===== src/rtl/adsr_env_pkg.sv =====
// synth_pkg: types and constants shared by the synth voice blocks.
// Provides env_state_t (IDLE=0, ATTACK=1, DECAY=2, SUSTAIN=3, RELEASE=4),
// the default level width SYNTH_NBITS, and env_max() for full-scale values.
package synth_pkg;

   localparam int SYNTH_NBITS = 10;

   typedef enum logic [2:0] {
      IDLE    = 3'd0,
      ATTACK  = 3'd1,
      DECAY   = 3'd2,
      SUSTAIN = 3'd3,
      RELEASE = 3'd4
   } env_state_t;

   // Full-scale unsigned value for a given width.
   function automatic int env_max(input int nbits);
      return (1 << nbits) - 1;
   endfunction

endpackage


===== src/rtl/adsr_env_tick_gen.sv =====
// tick_gen: free-running prescaler that emits a one-cycle tick every TICK_DIV clocks.
// Ports: clk, rst (sync, active-high) in; tick out (high when count == TICK_DIV-1).
// The count is cleared only by rst; nothing else restarts it.
module tick_gen #(
   parameter int TICK_DIV = 1000
) (
   input  logic clk,
   input  logic rst,
   output logic tick
);

   // Keep at least one bit so TICK_DIV=1 still elaborates.
   localparam int CW = (TICK_DIV > 1) ? $clog2(TICK_DIV) : 1;
   localparam logic [CW-1:0] LAST = CW'(TICK_DIV - 1);

   logic [CW-1:0] cnt;

   always_ff @(posedge clk) begin
      if (rst) begin
         cnt <= '0;
      end else if (cnt == LAST) begin
         cnt <= '0;
      end else begin
         cnt <= cnt + 1'b1;
      end
   end

   // With TICK_DIV=1 the count sits at 0 == LAST, so tick is high every clock.
   assign tick = (cnt == LAST);

endmodule


===== src/rtl/adsr_env.sv =====
// adsr_env: ADSR envelope generator producing the amplitude word for the Amp stage.
// Ports: clk, rst (sync, active-high), gate, attack/decay/release steps, sustain_lvl in;
//        out (registered level), active (state != IDLE), stage (encoded state) out.
// Optional macro ADSR_HARD_RETRIG_EN: gate rise forces level to 0 (hard restart)
// instead of restarting ATTACK from the current level.
module adsr_env
   import synth_pkg::*;
#(
   parameter int NBITS    = SYNTH_NBITS,
   parameter int TICK_DIV = 1000
) (
   input  logic             clk,
   input  logic             rst,
   input  logic             gate,
   input  logic [NBITS-1:0] attack_step,
   input  logic [NBITS-1:0] decay_step,
   input  logic [NBITS-1:0] sustain_lvl,
   input  logic [NBITS-1:0] release_step,
   output logic [NBITS-1:0] out,
   output logic             active,
   output logic [2:0]       stage
);

   localparam logic [NBITS:0]   MAX_W = (NBITS+1)'(env_max(NBITS));
   localparam logic [NBITS-1:0] MAX   = MAX_W[NBITS-1:0];

   env_state_t       state;
   logic [NBITS-1:0] level;
   logic             gate_q;
   logic             tick;
   logic             rise;
   logic             fall;
   logic [NBITS:0]   attack_sum;
   logic [NBITS:0]   decay_floor;

   tick_gen #(.TICK_DIV(TICK_DIV)) u_tick (
      .clk  (clk),
      .rst  (rst),
      .tick (tick)
   );

   assign rise = gate & ~gate_q;
   assign fall = ~gate & gate_q;

   // One extra bit so the saturation tests never see a wrapped sum.
   assign attack_sum  = {1'b0, level} + {1'b0, attack_step};
   assign decay_floor = {1'b0, sustain_lvl} + {1'b0, decay_step};

   always_ff @(posedge clk) begin
      if (rst) begin
         state  <= IDLE;
         level  <= '0;
         gate_q <= 1'b0;
      end else begin
         gate_q <= gate;
         // Gate edges win over ticks: a state change cycle never also steps the level.
         if (rise) begin
            state <= ATTACK;
`ifdef ADSR_HARD_RETRIG_EN
            level <= '0;
`endif
         end else if (fall) begin
            if (state == ATTACK || state == DECAY || state == SUSTAIN) begin
               state <= RELEASE;
            end
         end else if (tick) begin
            case (state)
               IDLE: begin
                  level <= '0;
               end
               ATTACK: begin
                  if (attack_sum >= MAX_W) begin
                     level <= MAX;
                     state <= DECAY;
                  end else begin
                     level <= attack_sum[NBITS-1:0];
                  end
               end
               DECAY: begin
                  // Also covers sustain_lvl above the current level: jump up to it.
                  if ({1'b0, level} <= decay_floor) begin
                     level <= sustain_lvl;
                     state <= SUSTAIN;
                  end else begin
                     level <= level - decay_step;
                  end
               end
               SUSTAIN: begin
                  level <= sustain_lvl;
               end
               RELEASE: begin
                  if (level <= release_step) begin
                     level <= '0;
                     state <= IDLE;
                  end else begin
                     level <= level - release_step;
                  end
               end
               default: begin
                  level <= '0;
                  state <= IDLE;
               end
            endcase
         end
      end
   end

   assign out    = level;
   assign active = (state != IDLE);
   assign stage  = state;

endmodule


===== config.mk =====
export PLATFORM = sky130hd
export DESIGN_NAME = adsr_env
export DESIGN_NICKNAME = d
export VERILOG_FILES = /design/src/rtl/adsr_env_pkg.sv /design/src/rtl/adsr_env_tick_gen.sv /design/src/rtl/adsr_env.sv
export SDC_FILE = /design/constraint.sdc
export NUM_CORES = 1
export LEC_CHECK = 0
export ABC_AREA = 1
export CORE_MARGIN = 2
export CORE_UTILIZATION = 61
export CTS_CLUSTER_SIZE = 30
export DETAILED_ROUTE_END_ITERATION = 7
export GPL_TIMING_DRIVEN = 0
export PLACE_DENSITY = 0.9
export SYNTH_ARGS = -nofsm -noshare
export SYNTH_HDL_FRONTEND = slang
export SYNTH_HIERARCHICAL = 1
export SYNTH_SLANG_ARGS = --single-unit

===== constraint.sdc =====
create_clock -name clk -period 4.24 [get_ports clk]
set_input_delay 0.424 -clock clk [delete_from_list [all_inputs] [get_ports clk]]
set_output_delay 0.424 -clock clk [all_outputs]
set_load 0.01 [all_outputs]

==> run_results.csv, run 1 <==
group,metric,value,unit
global_routing,grt_usage,32.1,%
timing,max_freq,265,MHz
routing,wl_per_cell,14.9,um
clock_network,cts_sinks,24,
synth,ys_seq_area_share,12.5,%
synth,synth_top_area_share,17.3,%
synth,ys_types,42,
clock_network,cts_buffer_depth,2,
timing,timing.final.crit_period,3.77,ns
power,seqPwrFrac,33.4,%
placed_design,numPlacedInstances,747,
die,initial_utilization,64.0,%
job,maxCapViolations,0,
layout,layout_commonest_cell,"nand2_1",
routing,vias_per_cell,5.60,
die,die_area,0.00693,mm^2
synth,synth-main-ff-cell,"dfxtp_1",
setup_path,worstSetupPathType,"in2reg",
placed_design,place_area,0.00449,mm^2
setup_path,crit_path_max_fanout,10,
layout,layout.nets,777,
layout,areaGrowthSynthToFinish,18.9,%
power,p_sw,0.230,mW
placed_design,dp_hpwl,9070,um
timing,slew_headroom,62.2,%
placed_design,pre_cts_ws,0.260,ns
synth,syn-cell-area,0.00383,mm^2
synth,synthArstFlopShare,0,%
clock_network,cts_tree,"done",
setup_path,arrival,3.97,ns
global_routing,grt_pass1_wl,18500,um
power,clockPowerShare,28.5,%
global_routing,grt_max_degree,15,
global_routing,grt_overflow,0,
clock_network,cts_hold_buf,0,
routing,ant_nets,0,
clock_network,cts_setup_buffers,0,
power,p_int,0.472,mW
layout,drive_gt1_share,6.21,%
clock_network,ctsResizeCount,0,
timing,clock_skew,0.00520,ns
outcome,status,"completed",
synth,yosysTopAreaCell,"ha_1",
timing,setup_tns,0,ns
synth,avgSynthCellArea,6.22,um^2
power,leakagePower,2.29,nW
synth,synthCells,616,
layout,stdcell_count,751,
layout,final_area,0.00456,mm^2
synth,ys_warn_count,6,
die,io_pins,57,
setup_path,start_kind,"input port",
setup_path,required,4.45,ns
timing,whs,0.478,ns
setup_path,critPathCaptureType,"register",
clock_network,cts-root-buf,"clkbuf_8",
clock_network,clkTransAtPathRegs,0.09,ns
synth,synth_fp_nets,716,
power,irDropWorstVdd,0.257,mV
setup_path,reg2regPathDepth,14,
synth,synthTopCellsByArea,"ha_1 (17%), nand2_1 (17%), dfxtp_1 (13%)",
global_routing,grt_pass1_vias,4167,
power,combPwrFrac,38.2,%
timing,slew_viol_final,0,
clock_network,htreeDepth,1,
die,core,0.00599,mm^2
timing,rsz0062_at_grt,"no",
worst_hold_path,hold_class,"reg2reg",
routing,drt_iter0_markers,277,
die,dieHeight,83.3,um
clock_network,worstSkewPairLatency,0.27,ns
timing,tightestPinTransition,0.564,ns
placed_design,place_congestion,1.00,
power,power_density,154,mW/mm^2
synth,ys_seq_elements,24,
synth,synth_edf_count,0,
layout,antenna_cells,0,
routing,via_count,4205,
layout,layout_common_cells,"nand2_1 (169), inv_1 (104), clkdlybuf4s50_1 (56), ha_1 (53), a21oi_1 (48)",
timing,timing.final.crit_share,88.9,%
die,rows,28,
worst_hold_path,hold_depth,1,
timing,finalSetupViolations,0,
global_routing,grt_antenna_before_repair,0,
clock_network,numCtsBuffers,3,
routing,drc,0,
timing,hold_violations,0,
routing,wl,11200,um
placed_design,portBuffers,56,
die,die_w,83.3,um
power,p_sw_share,32.7,%
timing,setup_slack,0.470,ns
routing,drtPass1Iterations,5,
sequential cells by signal, summed over array words and instances (netlist names):
signal      flops
stage           3
gate_q          1
out            10
u_tick/cnt     10
worst max-delay path: stages:
cell             delay (ns)
clkdlybuf4s50_1        0.57
ha_1                   0.26
inv_1                  0.09
fa_1                   0.42
o21ai_2                0.24
nand2_1                0.07
nand2_1                0.06
a21oi_1                0.06
xor2_1                 0.15
ha_1                   0.30
nand2_1                0.08
nor2_1                 0.16
nand2_1                0.07
nand2_1                0.06
nand2_1                0.05
nand2_2                0.12
nand3_4                0.13
buf_12                 0.17
o21ai_2                0.10
nand2_1                0.05
nand3b_1               0.10
nand2_1                0.09
a21oi_2                0.12
synthesized netlist by cell type (2+ instances only):
library cell and number:
inv_1 104, o21ai_1 9, ha_1 53, nand4_1 12, nand2_2 7, nand3_1 35
a31oi_1 4, nand3_2 3, o21ai_2 2, nor3_2 4, nand3b_1 5, o21a_1 2
xor2_1 14, nand2_4 3, o22ai_1 7, a21oi_2 5, inv_2 4, xnor2_1 13
o21bai_1 3, nor3_1 7, o21ai_0 14, nor2_1 42, a21oi_1 48, nor2_2 3
nand2_1 169, fa_1 4, dfxtp_1 24, clkinv_1 2
per-layer routing:
metal | track usage (%) | vias up | share of wire, %
li1 | - | 2128 | -
met1 | 40.5 | 1876 | 44
met2 | 55.1 | 164 | 46
met3 | 3.38 | 37 | 5.8
met4 | 14.0 | 0 | 4.5
met5 | 0 | - | 0
per-stage QoR:
step                power [mW]  utilization, %
global placement         0.491            74.9
finish                   0.702            76.1
CTS                      0.702            76.1
global route             0.744            76.1
floorplan                0.406               -
detailed placement       0.502            74.9
cell families (layout without fill, tap and decap cells):
| group | Yosys count | count (layout) | share of synthesized area (%) |
|---|---|---|---|
| AO/OA/AOI/OAI | 100 | 100 | 15.1 |
| adder cells (fa/ha/maj) | 57 | 57 | 19.4 |
| buffers and inverters | 114 | 174 | 12.0 |
| XOR/XNOR | 27 | 27 | 6.17 |
| AND/OR/NAND/NOR | 294 | 294 | 34.8 |
| flip-flops | 24 | 24 | 12.5 |
cell type report:
| class | instances | area, um^2 |
|---|---|---|
| Timing Repair Buffer | 56 | 561 |
| Multi-Input combinational cell | 478 | 2890 |
| Tap cell | 75 | 93.8 |
| Buffer | 4 | 48.8 |
| Sequential cell | 24 | 480 |
| Clock buffer | 3 | 41.3 |
| Fill cell | 506 | 1430 |
| Inverter | 110 | 413 |
| Clock inverter | 1 | 30.0 |
power groups by stage:
stage	registers (mW)	clock network, mW	logic, mW
after global routing	0.235	0.212	0.297
after floorplan	0.239	0	0.167
after global placement	0.239	0	0.253
after detailed placement	0.239	0	0.262
final	0.234	0.200	0.268
after CTS	0.234	0.203	0.264
final timing paths:
| check | startpoint | to | slack, ns |
|---|---|---|---|
| worst min-delay path | u_tick/cnt[0] | u_tick/cnt[0] | 0.48 |
| worst min register to register | u_tick/cnt[0] | u_tick/cnt[0] | 0.48 |
| worst max register to register | out[0] | out[9] | 1.67 |
| worst max-delay path | sustain_lvl[0] | out[0] | 0.47 |
No activity file was read; power rests on OpenSTA's default activity.
==> run 2, diff against run 1 <==
- CORE_UTILIZATION: 61 -> 56
- PLACE_DENSITY: 0.9 -> 0.84
- clock period: 4.24 -> 3.9 ns (I/O delays scaled with it)
==> run 2 against run 1 <==
  * Via count is 0.14% higher
  * Core utilization is 8.0 points lower
  * Count of clock-buffer cells in the layout stayed put
  * Combinational power is 8.6% higher
  * First-iteration DRC count is 17% lower
  * Critical path depth stayed put
  * Routed wire length is 1.7% lower
  * Setup slack worse by 0.20 ns
  * Die area is 8.5% higher
  * Worst hold slack worse by 0.013 ns
  * Non-clock buffer count stayed put
==> run_results.csv, run 2 (same netlist as run 1, synthesis figures left out) <==
group,metric,value,unit
outcome,status,"completed",
routing,drc,0,
routing,wl_met2,5200,um
job,maxCapViolations,0,
clock_network,clkTransAtPathRegs,0.08,ns
routing,wl,11000,um
timing,max_freq,275,MHz
timing,tightestPinTransition,0.515,ns
layout,layout_common_cells,"nand2_1 (169), inv_1 (104), clkdlybuf4s50_1 (55), ha_1 (52), a21oi_1 (48)",
global_routing,grt_max_degree,15,
routing,ant_nets,0,
routing,vias_per_cell,5.57,
routing,met3_length,580,um
layout,drive_gt1_share,6.36,%
routing,met1Wirelength,4890,um
placed_design,numPlacedInstances,752,
setup_path,start_kind,"input port",
layout,antenna_cells,0,
die,dieHeight,86.7,um
placed_design,place_congestion,0.998,
timing,slew_viol_final,0,
timing,setup_tns,0,ns
routing,drtPass1Iterations,5,
timing,rsz0062_at_grt,"no",
timing,finalSetupViolations,0,
routing,wl_per_cell,14.6,um
clock_network,cts-root-buf,"clkbuf_8",
global_routing,grt_pass1_wl,17700,um
setup_path,required,4.10,ns
clock_network,worstSkewPairLatency,0.26,ns
setup_path,critPathCaptureType,"register",
global_routing,grt_usage,29.5,%
timing,slew_headroom,65.5,%
worst_hold_path,hold_class,"reg2reg",
power,irDropWorstVdd,0.249,mV
routing,dr.max_layer_used,"met4",
timing,clock_skew,0.00360,ns
layout,num-fill-cells,626,
clock_network,cts_setup_buffers,0,
placed_design,dp_hpwl,8940,um
power,total_power,0.760,mW
global_routing,grt_overflow,0,
layout,layout_commonest_cell,"nand2_1",
routing,via_count,4211,
timing,timing.final.crit_share,93.1,%
layout,stdcell_count,756,
clock_network,cts_hold_buf,0,
power,leakagePower,2.30,nW
clock_network,cts_buffer_depth,2,
placed_design,portBuffers,56,
clock_network,cts_tree,"done",
clock_network,numCtsBuffers,3,
die,initial_utilization,57.0,%
clock_network,htreeDepth,1,
die,die_w,86.7,um
setup_path,crit_path_max_fanout,10,
timing,hold_violations,0,
routing,drt_iter0_markers,231,
die,rows,30,
timing,timing.final.crit_period,3.63,ns
layout,layout.nets,777,
die,core,0.00672,mm^2
setup_path,worstSetupPathType,"in2reg",
setup_path,arrival,3.84,ns
global_routing,grt_pass1_vias,3859,
layout,areaGrowthSynthToFinish,19.4,%
global_routing,grt_antenna_before_repair,0,
power,power_density,166,mW/mm^2
die,die_area,0.00752,mm^2
clock_network,cts_sinks,24,
die,io_pins,57,
## run 2: final cells by class
type                            instances  area [um^2]  area share (%)
Multi-Input combinational cell        478         2900            63.4
Timing Repair Buffer                   56          563            12.3
Sequential cell                        24          480            10.5
Inverter                              110          413            9.02
Tap cell                               80          100            2.19
Buffer                                  4         48.8            1.07
Clock buffer                            3         41.3           0.902
Clock inverter                          1         30.0           0.656
## run 2: power by group
group	switching, mW	internal (mW)	total (mW)
clock network	0.0774	0.137	0.215
logic	0.164	0.127	0.291
registers	0.00485	0.249	0.254
## run 2: path summary, 6_finish.rpt
kind,endpoint,cells past startpoint,slack [ns],from
max reg2reg,out[9],14,1.35,out[0]
max,out[0],23,0.27,decay_step[0]
min reg2reg,u_tick/cnt[0],1,0.46,u_tick/cnt[0]
min,u_tick/cnt[0],1,0.46,u_tick/cnt[0]
## run 2: metrics by stage
step / worst slack, ns / hold WS, ns / area, um^2 / utilization (%)
2_1_floorplan: 0.916 / 0.429 / 3830 / -
3_3_place_gp: -0.0166 / 0.440 / 4490 / 66.9
3_5_place_dp: -0.0560 / 0.450 / 4490 / 66.9
4_1_cts: 0.175 / 0.470 / 4560 / 67.9
5_1_grt: 0.0176 / 0.501 / 4580 / 68.1
6_report: 0.269 / 0.465 / 4580 / 68.1
## run 2: repair_timing
action,4_1_cts,5_1_grt
resized for setup,0,3
hold endpoints to repair,0,0
endpoints found under the setup margin,0,9
## run 2: critical path, stage by stage
cell	delay, ns
clkdlybuf4s50_1	0.52
ha_2	0.23
inv_1	0.08
fa_1	0.45
o21ai_4	0.23
nand2_1	0.07
nand2_1	0.06
a21oi_1	0.07
xor2_1	0.15
ha_1	0.30
nand2_1	0.07
nor2_1	0.14
nand2_1	0.07
nand2_1	0.07
nand2_1	0.05
nand2_2	0.12
nand3_4	0.13
buf_12	0.17
o21ai_2	0.10
nand2_1	0.06
nand3b_1	0.11
nand2_1	0.08
a21oi_2	0.12
## run 2: layer usage
metal	vias up	GRT usage (%)
met2	130	51.9
li1	2126	-
met4	0	9.38
met3	22	2.86
met1	1933	37.9
met5	-	0
